$ cat config.mk
export PLATFORM = sky130hd
export DESIGN_NAME = mult_share_scheduler
export DESIGN_NICKNAME = d
export VERILOG_FILES = /design/src/rtl/mult_share_scheduler.sv
export SDC_FILE = /design/constraint.sdc
export NUM_CORES = 1
export LEC_CHECK = 0
export BUFFER_PORTS_ARGS = -buffer_cell sky130_fd_sc_hd__buf_2
export CAP_MARGIN = 20
export CELL_PAD_IN_SITES_DETAIL_PLACEMENT = 1
export CELL_PAD_IN_SITES_GLOBAL_PLACEMENT = 2
export CORE_ASPECT_RATIO = 1.5
export CORE_UTILIZATION = 36
export DETAILED_ROUTE_END_ITERATION = 12
export GPL_TIMING_DRIVEN = 0
export PLACE_DENSITY_LB_ADDON = 0.2
export SETUP_SLACK_MARGIN = 0.5
export SLEW_MARGIN = 5
export SYNTH_ARGS = -nofsm -noshare
export SYNTH_HDL_FRONTEND = slang
export SYNTH_SLANG_ARGS = --single-unit
$ cat constraint.sdc
create_clock -name Clock -period 6.2 [get_ports Clock]
set_input_delay 0.62 -clock Clock [delete_from_list [all_inputs] [get_ports Clock]]
set_output_delay 0.62 -clock Clock [all_outputs]
set_load 0.03 [all_outputs]
$ cat src/rtl/mult_share_scheduler.sv
// mult_share_scheduler
//   Two requesters share one iterative shift-add multiplier. A round-robin
//   pointer picks the winner when both ask at once. Each accepted request
//   runs an unsigned SIZE x SIZE multiply at one multiplier bit per cycle.
//   The 2*SIZE-bit product goes back to the owning requester with a one-cycle
//   done strobe.
//
//   Build option: MULT_EARLY_EXIT_EN
//     defined   - RUN ends in the cycle where the shifted multiplier becomes
//                 zero, so the latency follows the highest set bit of B.
//     undefined - RUN always lasts SIZE cycles.
//
//   Ports
//     Clock            rising-edge clock
//     Reset            synchronous, active-high
//     iReq0/iA0/iB0    requester 0 request, multiplicand, multiplier
//     iReq1/iA1/iB1    requester 1 request, multiplicand, multiplier
//     oGrant0/1        one-cycle accept pulse, first RUN cycle
//     oDone0/1         one-cycle product-valid pulse to the owner
//     oResult          product; held until the next completion
//     oBusy            high whenever the FSM is not IDLE
//
//   state  | meaning
//   IDLE   | waiting; requests are sampled and arbitrated here only
//   RUN    | one shift-add bit step per cycle
//   DONE   | product presented with the owner's done strobe
module mult_share_scheduler #(
  parameter int SIZE = 16
) (
  input  logic                Clock,
  input  logic                Reset,
  input  logic                iReq0,
  input  logic [SIZE-1:0]     iA0,
  input  logic [SIZE-1:0]     iB0,
  input  logic                iReq1,
  input  logic [SIZE-1:0]     iA1,
  input  logic [SIZE-1:0]     iB1,
  output logic                oGrant0,
  output logic                oGrant1,
  output logic                oDone0,
  output logic                oDone1,
  output logic [2*SIZE-1:0]   oResult,
  output logic                oBusy
);

  localparam int CW = $clog2(SIZE) + 1;
  localparam logic [CW-1:0] CNT_LAST = CW'(SIZE - 1);

  typedef enum logic [1:0] {
    S_IDLE,
    S_RUN,
    S_DONE
  } state_t;

  state_t              state_q,  state_d;
  logic [2*SIZE-1:0]   acc_q,    acc_d;
  logic [2*SIZE-1:0]   mcand_q,  mcand_d;
  logic [SIZE-1:0]     mplr_q,   mplr_d;
  logic [CW-1:0]       cnt_q,    cnt_d;
  logic                owner_q,  owner_d;
  logic                last_q,   last_d;
  logic                grant0_q, grant0_d;
  logic                grant1_q, grant1_d;
  logic                done0_q,  done0_d;
  logic                done1_q,  done1_d;
  logic [2*SIZE-1:0]   result_q, result_d;

  logic                win1;
  logic [2*SIZE-1:0]   acc_sum;
  logic [SIZE-1:0]     mplr_shift;
  logic                last_step;

  always_comb begin
    state_d  = state_q;
    acc_d    = acc_q;
    mcand_d  = mcand_q;
    mplr_d   = mplr_q;
    cnt_d    = cnt_q;
    owner_d  = owner_q;
    last_d   = last_q;
    result_d = result_q;
    grant0_d = 1'b0;
    grant1_d = 1'b0;
    done0_d  = 1'b0;
    done1_d  = 1'b0;

    // Requester 1 wins when it is alone, or when both ask and 0 was served last.
    win1       = iReq1 & (~iReq0 | ~last_q);
    acc_sum    = mplr_q[0] ? (acc_q + mcand_q) : acc_q;
    mplr_shift = mplr_q >> 1;
`ifdef MULT_EARLY_EXIT_EN
    last_step  = (cnt_q == CNT_LAST) || (mplr_shift == '0);
`else
    last_step  = (cnt_q == CNT_LAST);
`endif

    case (state_q)
      S_IDLE: begin
        if (iReq0 || iReq1) begin
          state_d  = S_RUN;
          owner_d  = win1;
          last_d   = win1;
          grant0_d = ~win1;
          grant1_d = win1;
          acc_d    = '0;
          cnt_d    = '0;
          mcand_d  = {{SIZE{1'b0}}, (win1 ? iA1 : iA0)};
          mplr_d   = win1 ? iB1 : iB0;
        end
      end
      S_RUN: begin
        acc_d   = acc_sum;
        mcand_d = mcand_q << 1;
        mplr_d  = mplr_shift;
        cnt_d   = cnt_q + CW'(1);
        if (last_step) begin
          // Load the product on the way into DONE so it is visible with the strobe.
          state_d  = S_DONE;
          result_d = acc_sum;
          done0_d  = ~owner_q;
          done1_d  = owner_q;
        end
      end
      S_DONE: begin
        state_d = S_IDLE;
      end
      default: begin
        state_d = S_IDLE;
      end
    endcase
  end

  always_ff @(posedge Clock) begin
    if (Reset) begin
      state_q  <= S_IDLE;
      acc_q    <= '0;
      mcand_q  <= '0;
      mplr_q   <= '0;
      cnt_q    <= '0;
      owner_q  <= 1'b0;
      last_q   <= 1'b1;
      grant0_q <= 1'b0;
      grant1_q <= 1'b0;
      done0_q  <= 1'b0;
      done1_q  <= 1'b0;
      result_q <= '0;
    end else begin
      state_q  <= state_d;
      acc_q    <= acc_d;
      mcand_q  <= mcand_d;
      mplr_q   <= mplr_d;
      cnt_q    <= cnt_d;
      owner_q  <= owner_d;
      last_q   <= last_d;
      grant0_q <= grant0_d;
      grant1_q <= grant1_d;
      done0_q  <= done0_d;
      done1_q  <= done1_d;
      result_q <= result_d;
    end
  end

  assign oGrant0 = grant0_q;
  assign oGrant1 = grant1_q;
  assign oDone0  = done0_q;
  assign oDone1  = done1_q;
  assign oResult = result_q;
  assign oBusy   = (state_q != S_IDLE);

endmodule

* Yosys cells after proc, flatten, opt, wreduce, memory -nomap -nowiden
Cells that the tools add are included.
Word-level totals: register bits 125, input port bits 68, word-level logic and storage cells 52, output and inout port bits 37
Operators by class: bitwise gates (word level) 10, equality and inequality tests 4, reduce and logical (&&, ||, !) cells 10, add/subtract/negate cells 2, muxes and demuxes 14
Operators by type and width (number):
- $pmux W32 S2 | 2
- $mux W32 | 3
- $mux W16 | 3
- $add A32 B32 Y32 | 1
- $pmux W16 S2 | 1
- $pmux W5 S2 | 1
- $not A1 Y1 | 8
- $reduce_and A2 Y1 | 4
- $reduce_or A3 Y1 | 2
- $add A5 B1 Y5 const B | 1
- $eq A5 B4 Y1 const B | 1
- $mux W5 | 1
- $mux W2 | 2
- $ne A2 B2 Y1 const B | 2
- $pmux W2 S2 | 1
- $reduce_bool A2 Y1 | 2
- $eq A2 B1 Y1 const B | 1
- $logic_not A2 Y1 | 1
- $and A1 B1 Y1 | 1
- $logic_or A1 B1 Y1 | 1
- $or A1 B1 Y1 | 1

* Depth between registers and ports, before layout
depth in word-level cells 6, gate-level depth with buffers 11

* Worst setup path before layout
OpenSTA, ideal clock, no wires.
kind register to register, start reg acc_q[0], end reg result_q[28], in the netlist oResult[28], slack 3.552 ns, cell stages (with the launch flop) 12, path buffers 0, arrival time 2.524 ns, required time 6.076 ns, period minus slack after synthesis 2.648 ns, path through dfxtp_1 > ha_1 > fa_1 > a21oi_1 > o211ai_2 > or4b_4 > nand2_4 > a211oi_4 > o31ai_2 > a221oi_1 > xor2_1 > o21ai_0
On the way: longest elaborated chain between the ends 2
Ends and longest elaborated chain:
- start, declared | RTL line 56 | logic [2*SIZE-1:0] acc_q, acc_d;
- start signal, assigned | RTL line 136 | acc_q <= '0;
- start signal, assigned | RTL line 149 | acc_q <= acc_d;
- $add A32 B32 Y32 | RTL line 89 | acc_sum = mplr_q[0] ? (acc_q + mcand_q) : acc_q;
- $mux W32 | RTL line 89
- end signal, assigned | RTL line 159 | result_q <= result_d;
- end, declared | RTL line 66 | logic [2*SIZE-1:0] result_q, result_d;
Every way passes these cells. A chain may end at the register's enable or synchronous reset.

* Final worst setup path
start reg mcand_q[0], end reg result_q[28], in the netlist oResult[28]
On the way: longest elaborated chain between the ends 2
Ends and longest elaborated chain:
- start, declared | RTL line 57 | logic [2*SIZE-1:0] mcand_q, mcand_d;
- start signal, assigned | RTL line 150 | mcand_q <= mcand_d;
- $add A32 B32 Y32 | RTL line 89
- $mux W32 | RTL line 89
Every way passes these cells.

==> reports/results.tsv <==
metric	value	unit
outcome	completed	
clk buf depth	2	
vias in the first global route	6939	
Top delay family on crit path	compound AO/OA/AOI/OAI gates	
I/O Buffers	103	
CP Launch Type	flop	
FF-to-FF path depth	11	
PD cells	263	nW/um2
crit path max fanout	4	
total gr overflow	0	
I/O Pins	105	
met2 global-route usage	0.465	
# fillers	2224	
Core Box Area	18100	um2
share of layout cells above drive strength 1	0.162	
DRT iter0 DRCs	221	
fin nets	1061	
CP max stage delay	430	ps
Maximum Capacitance Violations	0	
Crit. End Element	flop	
syn_nets	938	
Worst EP arrival	3520	ps
critical path buffer and inverter count	0	
Yosys top cell area share	0.372	
worst skew pair latency	430	ps
Starting Density	0.372	
Hold Path Depth	2	
Slew Viols, Final	0	
final core area utilization	0.452	
routed wire length per instance	18.9	um
Mean Syn Cell Area	8.05	um2
number of flops mapped to enable cells by yosys	0	
Clock Sinks	125	
CTS clk-pin slew, worst paths	60	ps
area leader, netlist	dfxtp_1	
Yosys cell types	66	
crit-path cells	ha_1 > fa_1 > a21oi_1 > o211ai_2 > or4b_4 > nand2_4 > a211oi_4 > o31ai_2 > a221oi_1 > xor2_1 > o21ai_0	
Final ANT Viol Nets	0	
DIE WIDTH	114	um
Die Ht	170	um
global-route track usage on met3	0.0386	
largest net degree at the start of global routing	17	
RSZ-0062 raised after global routing	false	
Async SR Flop Fraction	0	
Netlist Area Pre-Place	6730	um2
final hold vios	0	
TritonCTS clock tree	built	
synthesized flop and latch total	125	
Syn-to-layout area delta	21.5	%
H-Tree Depth	4	
Vias	6682	
Worst EP required	6500	ps
Hold Path Class	reg -> reg	
LEAKAGE	3.38	nW
Detail Placement HPWL	17600	um
initial antenna violation count	0	
cts hold-fix bufs	0	
Worst slew margin	0.329	
first-pass GRT wire length	36800	um
post-cts resize count	0	
Tcrit/Tclk final	0.519	
Synthesis Warnings	0	
GRT Total Usage	0.251	
die footprint	19300	um2
sequential fraction of the synthesis area	0.372	
num rows	60	
ranking of synthesized cells by area	dfxtp_1 (37%), a21oi_1 (6.8%), ha_1 (6.1%)	
Placer Congestion	0.876	
top_reg_cell synth	dfxtp_1	
crit path kind	reg -> reg	
Synth Instances	836	
max frequency	311	MHz
CTS Buf Count	17	
stages on the worst setup path	11	
crit path max-delay cell type	fa_1	
met1 usage	0.279	
Worst-Margin Slew	1000	ps
Setup TNS	0	ps
r2r setup slk	2990	ps
clk root buf	clkbuf_16	
Via density	5.48	
Post-CTS Setup Bufs	0	
commonest cells after routing, fill and taps aside	dfxtp_1 (125), nor2_1 (107), nand2_1 (106)	
count of final setup violators	0	
crit path time final	3210	ps
DR DRC count	0	
VDD IR max	0.166	mV
gr busiest metal	met2	
Post-Route WL	23100	um
First-pass DRT Iterations	4	
commonest non-fill, non-tap cell in the layout	dfxtp_1	
skew final	6.91	ps
diodes inserted	0	
## final cells by class
class	count	area, um2	share of cell area
clock inverters	5	103	0.0125
clock buffers	27	513	0.0627
flip-flops and latches	125	2500	0.306
inverters	11	41.3	0.00505
multi-input cells	638	3940	0.482
repair buffers	104	523	0.0639
well taps	248	310	0.0379
plain buffers	62	248	0.0303
## report_power, final
group | switching [mW] | internal [mW]
Clock | 0.365 | 0.686
Sequential | 0.0209 | 0.828
Combinational | 0.171 | 0.0847
Total | 0.557 | 1.60
## state kept, by name, summed over array words and instances, names as in the netlist
register and cells:
oDone1 1, acc_q 32, oGrant1 1, state_q 2
oResult 32, oGrant0 1, oDone0 1, last_q 1
owner_q 1, mplr_q 16, cnt_q 5, mcand_q 32
## Yosys cell counts, types with 3 or more instances
| master | instances |
|---|---|
| a211oi_1 | 18 |
| a21o_1 | 14 |
| a21oi_1 | 91 |
| a221oi_1 | 31 |
| a22oi_1 | 17 |
| a31oi_1 | 20 |
| and2_1 | 5 |
| and3_1 | 3 |
| buf_1 | 5 |
| clkbuf_1 | 54 |
| dfxtp_1 | 125 |
| ha_1 | 33 |
| inv_1 | 11 |
| mux2i_1 | 25 |
| nand2_1 | 106 |
| nand2b_1 | 4 |
| nand3_1 | 34 |
| nand4_1 | 4 |
| nor2_1 | 107 |
| nor3_1 | 7 |
| o21ai_0 | 32 |
| o21bai_1 | 8 |
| o31ai_1 | 3 |
| xnor2_1 | 15 |
| xor2_1 | 14 |
## per-stage QoR
| stage | area, um2 | power, mW | hold slack (ps) | std cells | worst slack (ps) |
|---|---|---|---|---|---|
| final | 8180 | 2.15 | 481 | 1220 | 2990 |
| after detailed placement | 7570 | 1.12 | 471 | 1188 | 2980 |
| after CTS | 8180 | 2.17 | 483 | 1220 | 2950 |
| after global routing | 8180 | 2.23 | 507 | 1220 | 2770 |
| after floorplan | 6730 | 1.02 | 417 | 836 | 3550 |
| after global placement | 7560 | 1.12 | 467 | 1187 | 2980 |
## routing by layer
layer	vias up	wire [um]
met5	-	0
met3	42	570
met1	3244	9630
met4	0	799
met2	130	12100
li1	3266	-
## final timing paths
check	start	endpoint
min	mcand_q[24]$_SDFFE_PP0P_	mcand_q[25]$_SDFFE_PP0P_
max	mcand_q[0]$_SDFFE_PP0P_	oResult[28]$_SDFFE_PP0P_
max reg2reg	mcand_q[0]$_SDFFE_PP0P_	oResult[28]$_SDFFE_PP0P_
min reg2reg	mcand_q[24]$_SDFFE_PP0P_	mcand_q[25]$_SDFFE_PP0P_
## cells by family (layout without fill, tap and decap cells)
kind of cell             count (synthesis)  in the layout  share of synthesized area
AND/OR/NAND/NOR                        288            288                      0.186
multiplexers                            25             25                     0.0372
flip-flops                             125            125                      0.372
buffers and inverters                   73            209                     0.0429
XOR/XNOR                                29             29                     0.0377
adder cells (fa/ha/maj)                 34             34                     0.0643
AO/OA/AOI/OAI                          262            262                      0.260
## tightest hold or removal path: cells and delay by family (launching register included)
family          cells  cell delay (ps)
compound gates      1               50
flops               1              320
simple gates        1               60
(Power assumes the default switching activity.)
